## src/rtl/systolic_ctrl.sv

```systemverilog
// systolic_ctrl: job sequencer for an NxN output-stationary systolic array.
// Flow: fetch operands, feed skewed A/B wavefronts on the array edges, then
// stream the accumulated result rows out over a valid/ready port.
//
// Ports
//   clk, rst          clock; asynchronous active-low reset
//   start             job request (sampled only while idle)
//   busy, done        activity flag; one-cycle end-of-job pulse
//   op_rd_en/op_rd_k  operand fetch strobe and index k (data one cycle later)
//   op_a_col          lane i = A[i][k];  op_b_row: lane j = B[k][j]
//   arr_rst_n         reset for every PE (clears the accumulators)
//   a_edge/b_edge     west / north edge operands of the array
//   c_flat            PE(i,j) accumulator at slice i*N+j
//   res_row/res_idx   result row and its index, with res_valid/res_ready
//   job_cycles        cycle count of the last job
//
// Option: define SYSTOLIC_CTRL_PERF_EN to build the job_cycles counter;
// without it job_cycles is tied to zero.
module systolic_ctrl #(
    parameter int N          = 4,
    parameter int DATA_WIDTH = 10
) (
    input  logic                         clk,
    input  logic                         rst,
    input  logic                         start,
    output logic                         busy,
    output logic                         done,
    output logic                         op_rd_en,
    output logic [$clog2(N)-1:0]         op_rd_k,
    input  logic [N*DATA_WIDTH-1:0]      op_a_col,
    input  logic [N*DATA_WIDTH-1:0]      op_b_row,
    output logic                         arr_rst_n,
    output logic [N*DATA_WIDTH-1:0]      a_edge,
    output logic [N*DATA_WIDTH-1:0]      b_edge,
    input  logic [N*N*2*DATA_WIDTH-1:0]  c_flat,
    output logic [N*2*DATA_WIDTH-1:0]    res_row,
    output logic [$clog2(N)-1:0]         res_idx,
    output logic                         res_valid,
    input  logic                         res_ready,
    output logic [15:0]                  job_cycles
);

    localparam int DW       = DATA_WIDTH;
    localparam int RW       = 2 * DATA_WIDTH;
    localparam int KW       = $clog2(N);
    localparam int FEED_LEN = 3 * N - 2;
    localparam int CW       = $clog2(FEED_LEN);

    typedef enum logic [2:0] {
        S_IDLE,
        S_CLEAR,
        S_FEED,
        S_READ,
        S_DONE
    } state_t;

    state_t          state_q, state_d;
    logic [CW-1:0]   cnt_q, cnt_d;
    logic [KW-1:0]   row_q, row_d;
    logic            arr_q, arr_d;
    logic            rd_vld_q, rd_vld_d;
    logic            feed;
    logic            fetch_feed;

    // Next-state logic
    always_comb begin
        state_d = state_q;
        cnt_d   = cnt_q;
        row_d   = row_q;
        unique case (state_q)
            S_IDLE: begin
                if (start) begin
                    state_d = S_CLEAR;
                end
            end
            S_CLEAR: begin
                state_d = S_FEED;
                cnt_d   = '0;
            end
            S_FEED: begin
                cnt_d = cnt_q + 1'b1;
                if (cnt_q == CW'(FEED_LEN - 1)) begin
                    state_d = S_READ;
                    row_d   = '0;
                end
            end
            S_READ: begin
                if (res_ready) begin
                    if (row_q == KW'(N - 1)) begin
                        state_d = S_DONE;
                    end else begin
                        row_d = row_q + 1'b1;
                    end
                end
            end
            S_DONE: begin
                state_d = S_IDLE;
            end
            default: begin
                state_d = S_IDLE;
            end
        endcase
    end

    assign feed       = (state_q == S_FEED);
    // k=0 is fetched in CLEAR, k=1..N-1 in the first FEED cycles
    assign fetch_feed = feed && (cnt_q < CW'(N - 1));

    always_comb begin
        op_rd_en = (state_q == S_CLEAR) || fetch_feed;
        op_rd_k  = '0;
        if (fetch_feed) begin
            op_rd_k = KW'(cnt_q) + 1'b1;
        end
    end

    assign rd_vld_d = op_rd_en;
    assign arr_d    = (state_d != S_CLEAR);

    always_ff @(posedge clk or negedge rst) begin
        if (!rst) begin
            state_q  <= S_IDLE;
            cnt_q    <= '0;
            row_q    <= '0;
            arr_q    <= 1'b0;
            rd_vld_q <= 1'b0;
        end else begin
            state_q  <= state_d;
            cnt_q    <= cnt_d;
            row_q    <= row_d;
            arr_q    <= arr_d;
            rd_vld_q <= rd_vld_d;
        end
    end

    assign busy      = (state_q != S_IDLE);
    assign done      = (state_q == S_DONE);
    assign arr_rst_n = arr_q & rst;
    assign res_valid = (state_q == S_READ);
    assign res_idx   = res_valid ? row_q : '0;

    always_comb begin
        res_row = '0;
        if (res_valid) begin
            for (int r = 0; r < N; r++) begin
                if (row_q == KW'(r)) begin
                    res_row = c_flat[r*N*RW +: N*RW];
                end
            end
        end
    end

    // Edge lanes: fetched data is zeroed outside its return cycle, then lane
    // i is delayed by i cycles so the wavefront meets diagonally in the array.
    for (genvar gi = 0; gi < N; gi++) begin : g_lane
        logic [DW-1:0] a_raw;
        logic [DW-1:0] b_raw;

        assign a_raw = rd_vld_q ? op_a_col[gi*DW +: DW] : '0;
        assign b_raw = rd_vld_q ? op_b_row[gi*DW +: DW] : '0;

        if (gi == 0) begin : g_direct
            assign a_edge[gi*DW +: DW] = feed ? a_raw : '0;
            assign b_edge[gi*DW +: DW] = feed ? b_raw : '0;
        end else begin : g_skew
            logic [DW-1:0] a_sr_q [gi];
            logic [DW-1:0] a_sr_d [gi];
            logic [DW-1:0] b_sr_q [gi];
            logic [DW-1:0] b_sr_d [gi];

            always_comb begin
                a_sr_d[0] = a_raw;
                b_sr_d[0] = b_raw;
                for (int d = 1; d < gi; d++) begin
                    a_sr_d[d] = a_sr_q[d-1];
                    b_sr_d[d] = b_sr_q[d-1];
                end
            end

            always_ff @(posedge clk or negedge rst) begin
                if (!rst) begin
                    for (int d = 0; d < gi; d++) begin
                        a_sr_q[d] <= '0;
                        b_sr_q[d] <= '0;
                    end
                end else begin
                    for (int d = 0; d < gi; d++) begin
                        a_sr_q[d] <= a_sr_d[d];
                        b_sr_q[d] <= b_sr_d[d];
                    end
                end
            end

            assign a_edge[gi*DW +: DW] = feed ? a_sr_q[gi-1] : '0;
            assign b_edge[gi*DW +: DW] = feed ? b_sr_q[gi-1] : '0;
        end
    end

`ifdef SYSTOLIC_CTRL_PERF_EN
    logic [15:0] jc_q, jc_d;

    // Cleared on the way into CLEAR, counts CLEAR..DONE, then holds
    always_comb begin
        jc_d = jc_q;
        if (state_q == S_IDLE) begin
            if (start) begin
                jc_d = '0;
            end
        end else begin
            jc_d = jc_q + 16'd1;
        end
    end

    always_ff @(posedge clk or negedge rst) begin
        if (!rst) begin
            jc_q <= '0;
        end else begin
            jc_q <= jc_d;
        end
    end

    assign job_cycles = jc_q;
`else
    assign job_cycles = '0;
`endif

endmodule

```

## config.mk

```make
export PLATFORM = sky130hd
export DESIGN_NAME = systolic_ctrl
export DESIGN_NICKNAME = d
export VERILOG_FILES = /design/src/rtl/systolic_ctrl.sv
export SDC_FILE = /design/constraint.sdc
export NUM_CORES = 1
export LEC_CHECK = 0
export ABC_CLOCK_PERIOD_IN_PS = 2500
export BUFFER_PORTS_ARGS = -buffer_cell sky130_fd_sc_hd__buf_2
export CORE_AREA = 2 2 230 232
export CTS_CLUSTER_SIZE = 10
export DETAILED_ROUTE_END_ITERATION = 8
export DIE_AREA = 0 0 232 234
export GPL_ROUTABILITY_DRIVEN = 0
export PLACE_DENSITY = 0.48
export REMOVE_ABC_BUFFERS = 1
export SYNTH_ARGS = -nofsm -noshare
export SYNTH_HDL_FRONTEND = slang
export SYNTH_SLANG_ARGS = --single-unit
```

## constraint.sdc

```tcl
create_clock -name clk -period 2.5 [get_ports clk]
set_input_delay 0.25 -clock clk [delete_from_list [all_inputs] [get_ports clk]]
set_output_delay 0.25 -clock clk [all_outputs]
set_load 0.05 [all_outputs]
```

==> metrics.csv, run 1 <==
stage;metric;value;unit
status;outcome;complete, but fails checks;
status;failing checks;hold timing;
sta;hold_ws;-0.0132;ns
logic_synthesis;post-synth top area cell;dfrtp_1;
worst_hold_path;Hold Path Class;in2async;
place;post-DP HPWL;31.0;mm
final_layout;final core utilization;25.9;%
die;Cell Rows;84;
final_layout;fill cell count;5581;
logic_synthesis;post-synth top area share;43.8;%
final_layout;most frequent cells in the layout;buf_2, dfrtp_1, and2_1;
die;total core area;52000;sq um
setup_path;reg2reg setup slack;0.74;ns
clock_tree;number of CTS-inserted buffers;17;
setup_path;CP required;2.25;ns
setup_path;RR Startpoint;row_q[1];
die;die area;54300;sq um
global_routing;total track usage;13.9;%
final_layout;layout cells sized above 1;54.3;%
die;I/O Pins;589;
final_layout;area added between synthesis and finish;80.3;%
final_layout;commonest non-fill, non-tap cell in the layout;buf_2;
clock_tree;H-Tree Depth;4;
clock_tree;CTS sink count;131;
final_layout;Register Area;3280;sq um
sta;Hold Vio Cnt, Final;3;
final_layout;multi-input logic area;4020;sq um
setup_path;Crit. End Element;output pin;
logic_synthesis;synth unique cells;37;
power;worst vdd ir;614;uV
routing;number of vias per cell;4.14;
logic_synthesis;#FFs+latches synth;131;
global_routing;initial antenna violation count;6;
clock_tree;Clock transition at path regs;0.07;ns
logic_synthesis;largest cells by area after synthesis;dfrtp_1, a32o_1, and2_1;
routing;DRT Pass-1 Iters;5;
sta;Finish-stage setup viols;0;
clock_tree;CTS Hold Bufs;0;
logic_synthesis;synthesized instance count;839;
global_routing;vias in the first global route;8628;
sta;final period utilization;99.6;%
setup_path;Setup CP Type;reg2out;
sta;setup slack after layout;0.0103;ns
logic_synthesis;Seq/Total Area, Yosys;43.8;%
clock_tree;Max clock buf depth;2;
clock_tree;clock latency on the worst-skew pair;0.42;ns
setup_path;Startpoint Class;flip-flop;
logic_synthesis;synth warn;0;
global_routing;largest net degree at the start of global routing;132;
logic_synthesis;average instance area after synthesis;8.92;sq um
final_layout;count of non-filler cells in the finished layout;2121;
power;Tot Pwr;18100;uW
final_layout;nets;1827;
routing;post-route ant nets;0;
clock_tree;root buffer cell;clkbuf_16;
flow_run;max_cap viols;0;
die;Die Y-Extent;234;microns
routing;vias;8784;
place;Port Buffers;572;
logic_synthesis;Post-Syn Area;7490;sq um
setup_path;crit path from;row_q[1];
global_routing;gr ovfl total;0;
die;Starting Density;14.4;%
sta;Final Max Tran Viols;0;
power;PwrDens;1340;nW/um^2
sta;RSZ-0062 raised after global routing;true;
sta;Rel. slew slack;54.1;%
sta;Fmax;402;MHz
routing;Initial DRC Count;522;
routing;Residual DRC;0;
sta;Tmin final;2.49;ns
global_routing;first-pass GRT wire length;55.8;mm
sta;Fin Clk Skew;0.0188;ns
routing;wire per inst;19.2;microns
place;Placed Instances;2065;
die;Die X;232;microns
place;Place WS;0.114;ns
routing;final wirelength;40.8;mm
clock_tree;CTS tree;yes;
sta;worst slew pin tran;0.688;ns
setup_path;CP arrival;2.24;ns
setup_path;Critical Path Fanout Max;10;
power;Leak Pwr;0.00683;uW
## flip-flops by register name (all words and copies together), names as in the netlist
register              cells
arr_q                     1
cnt_q                     4
g_lane.g_skew.a_sr_d     30
g_lane.g_skew.a_sr_q     30
g_lane.g_skew.b_sr_d     30
g_lane.g_skew.b_sr_q     30
rd_vld_q                  1
row_q                     2
state_q                   3
## critical path, cell delays in order (launching register included)
cell	delay, ns
dfrtp_2	0.48
ha_4	0.19
and4bb_4	0.41
buf_16	0.19
buf_12	0.15
a32o_2	0.20
buf_12	0.16
## timing repair
action	in CTS	in global routing
pin swaps	4	27
gates cloned	5	6
gates resized for setup	124	138
endpoints found under the setup margin	80	87
buffers inserted	10	0
## stage by stage
step                TNS [ns]  cell area, sq um
global placement           0             11900
detailed placement         0             11900
CTS                   -0.289             13000
global route           -1.68             13500
finish                     0             13500
floorplan            -177.45              7060
## metal layers
| metal | vias up | part of all wire (%) | global-route usage [%] |
|---|---|---|---|
| met3 | 68 | 9.3 | 4.55 |
| met2 | 454 | 48 | 23.5 |
| met1 | 4196 | 38 | 16.3 |
| li1 | 4064 | - | - |
| met4 | 2 | 3.9 | 5.65 |
| met5 | - | 0.020 | 0 |
## power breakdown
part	switching [uW]	internal, uW	total, uW	leakage (uW)
clock network	1060	1520	2580	0.000294
registers	302	2660	2960	0.00172
logic	7710	4850	12600	0.00482
## cell families after synthesis
group,Yosys count,share of synthesized area [%]
AOI/OAI and AO/OA,261,23.0
adders and majority gates,6,1.00
buffers and inverters,104,6.64
DFF,131,43.8
other,1,0.0501
and+or+nand+nor,336,25.5
## worst paths after layout
| path | cells after the start | to |
|---|---|---|
| max in group asynchronous | 2 | state_q[0] |
| worst max-delay path | 6 | res_row[69] |
| worst min-delay path | 2 | g_lane[3].g_skew.a_sr_q[6] |
| worst max register to register | 5 | row_q[0] |
| worst min register to register | 0 | g_lane[3].g_skew.b_sr_q[7] |
| min in group clk | 2 | g_lane[3].g_skew.a_sr_d[11] |
## cell usage after synthesis
master / n
nand2b_1: 82
a21oi_1: 87
clkbuf_1: 67
buf_2: 10
nand4_1: 2
a311oi_1: 1
buf_6: 4
o21ai_0: 88
and3b_1: 1
a32oi_1: 1
and2_1: 125
and3_1: 22
or3_1: 1
a22oi_1: 1
and4bb_2: 1
a32o_1: 79
a2bb2oi_1: 1
nand3_1: 1
nor2_1: 4
conb_1: 1
a31o_2: 1
and2_4: 1
or4b_2: 1
nor2b_1: 3
nor3b_2: 1
nor3b_1: 1
ha_1: 6
nand3b_1: 3
o211ai_1: 1
buf_4: 17
nand2_1: 84
inv_1: 5
nor3_1: 2
buf_1: 1
nor4b_1: 1
a41oi_1: 1
dfrtp_1: 131
## cell type report
class / instances / area share, %
inverter: 5 / 0.158
sequential: 131 / 24.3
clock inverter: 15 / 1.38
antenna: 3 / 0.0556
tap: 688 / 6.38
timing repair buffer: 643 / 34.8
clock buffer: 17 / 3.15
multi-input combinational: 619 / 29.8
Note: power is estimated with default switching activity, not from simulation.
==> run 2: changes to the inputs <==
Settings changed: ABC_AREA from default to 0, PLACE_DENSITY 0.48 to default, SKIP_CTS_REPAIR_TIMING from default to 1.
==> metrics.csv, run 2 (same netlist as run 1, synthesis figures left out) <==
stage;metric;value;unit
status;outcome;complete, but fails checks;
status;failing checks;setup timing;
place;Port Buffers;572;
setup_path;RR Startpoint;row_q[0];
clock_tree;root buffer cell;clkbuf_16;
setup_path;CP delay by family, top;buffers and inverters;
sta;Fmax;389;MHz
setup_path;CP max stage delay;0.46;ns
setup_path;r2r endpoint;row_q[0];
final_layout;nets;1847;
setup_path;CP required;2.25;ns
die;I/O Pins;589;
setup_path;crit path from;row_q[1];
die;Die X;232;microns
power;PwrDens;1340;nW/um^2
die;die area;54300;sq um
global_routing;gr ovfl total;0;
setup_path;reg2reg setup slack;0.70;ns
setup_path;Crit. End Element;output pin;
sta;Finish-stage setup viols;33;
global_routing;vias in the first global route;8457;
clock_tree;CTS tree;yes;
setup_path;CP arrival;2.32;ns
setup_path;Critical Path Fanout Max;21;
global_routing;largest net degree at the start of global routing;132;
die;total core area;52000;sq um
final_layout;area added between synthesis and finish;80.2;%
final_layout;final core utilization;25.9;%
sta;Hold Vio Cnt, Final;0;
power;worst vdd ir;668;uV
final_layout;most frequent cells in the layout;buf_2, and2_1, dfrtp_1;
routing;final wirelength;41.3;mm
setup_path;Buf/Inv on CP;5;
place;post-DP HPWL;31.2;mm
flow_run;max_cap viols;0;
sta;Tmin final;2.57;ns
final_layout;layout cells sized above 1;54.9;%
clock_tree;H-Tree Depth;4;
final_layout;count of non-filler cells in the finished layout;2139;
place;Placed Instances;2079;
setup_path;Setup crit end;res_row[58];
sta;RSZ-0062 raised after global routing;true;
sta;Rel. slew slack;49.6;%
clock_tree;CTS sink count;131;
routing;vias;9054;
clock_tree;Max clock buf depth;2;
setup_path;CP max-delay cell;dfrtp_2;
routing;Initial DRC Count;625;
global_routing;initial antenna violation count;6;
sta;Fin Clk Skew;0.0150;ns
power;Leak Pwr;0.00686;uW
setup_path;Setup CP Type;reg2out;
sta;final period utilization;103;%
routing;Residual DRC;0;
setup_path;Startpoint Class;flip-flop;
routing;post-route ant nets;0;
die;Cell Rows;84;
die;Die Y-Extent;234;microns
sta;worst slew pin tran;0.756;ns
die;Starting Density;14.4;%
sta;Final Max Tran Viols;0;
setup_path;Crit. path cell count;9;
global_routing;total track usage;12.9;%
final_layout;commonest non-fill, non-tap cell in the layout;buf_2;
routing;number of vias per cell;4.23;
routing;wire per inst;19.3;microns
clock_tree;clock latency on the worst-skew pair;0.41;ns
setup_path;critical-path cell list;buf_6, ha_4, buf_12, buf_12, buf_4, a21oi_1, o21ai_1, a32o_2, buf_6;
clock_tree;number of CTS-inserted buffers;17;
worst_hold_path;Hold Path Class;in2async;
routing;DRT Pass-1 Iters;7;
setup_path;worst reg2reg path depth;5;
sta;setup slack after layout;-0.0703;ns
clock_tree;Clock transition at path regs;0.06;ns
global_routing;first-pass GRT wire length;52.1;mm
## run 2: changes by cell type in the layout (fill, tap and decap cells not counted), moves of 4 or more
| cell | before | now |
|---|---|---|
| buf_6 | 55 | 59 |
| clkbuf_4 | 0 | 4 |
| inv_6 | 6 | 1 |
| clkinv_4 | 1 | 5 |
| clkinv_2 | 0 | 5 |
| buf_4 | 31 | 48 |
## run 2: per-layer routing
layer  global-route usage (%)  vias to the layer above  routed length (microns)
met3                     3.92                       83                     3840
met5                        0                        -                       23
met2                     21.7                      531                    20500
li1                         -                     4108                        -
met1                     15.2                     4328                    15600
met4                     5.27                        4                     1300
## run 2: power breakdown
group          leakage [uW]  switching (uW)  internal, uW
clock network      0.000282             944          1460
registers           0.00172             332          2660
logic               0.00485            7860          4870
## run 2: area by class of cell
class	instances	area, sq um
Tap cell	688	861
Antenna cell	3	7.51
Multi-Input combinational cell	622	4050
Fill cell	5567	38500
Timing Repair Buffer	660	4700
Clock buffer	17	425
Inverter	5	21.3
Sequential cell	131	3290
Clock inverter	13	138
## run 2: worst min path at each step
| stage | from | end | slack [ns] | depth (start not counted) |
|---|---|---|---|---|
| 3_3_place_gp | g_lane[2].g_skew.b_sr_d[7] | g_lane[2].g_skew.b_sr_q[7] | 0.33 | 0 |
| 6_report | rst | g_lane[1].g_skew.b_sr_q[9] | 0.02 | 2 |
| 5_1_grt | op_a_col[34] | g_lane[3].g_skew.a_sr_d[14] | 0.04 | 2 |
| 2_1_floorplan | rst | arr_q | -0.05 | 0 |
| 3_5_place_dp | g_lane[2].g_skew.a_sr_d[4] | g_lane[2].g_skew.a_sr_q[4] | 0.33 | 0 |
| 4_1_cts | op_b_row[14] | g_lane[1].g_skew.b_sr_q[4] | 0.03 | 2 |
## run 2: worst reg2reg max path, cell delays in order (launching register included)
cell and delay (ns):
dfrtp_2 0.49, ha_4 0.22, buf_6 0.15, nand2b_1 0.18, or4b_2 0.61, nand4_1 0.09
## run 2: per-stage QoR
stage | TNS [ns] | setup slack, ns | hold WS (ns) | cell area, sq um | power (uW)
3_3_place_gp | 0 | 0.146 | 0.331 | 11900 | 13700
6_report | -0.969 | -0.0703 | 0.0166 | 13500 | 18100
5_1_grt | -4.53 | -0.135 | 0.0359 | 13500 | 19000
2_1_floorplan | -177.45 | -1.73 | -0.0456 | 7060 | 9470
3_5_place_dp | 0 | 0.119 | 0.335 | 11900 | 13800
4_1_cts | -16.63 | -0.335 | 0.0296 | 12500 | 16300
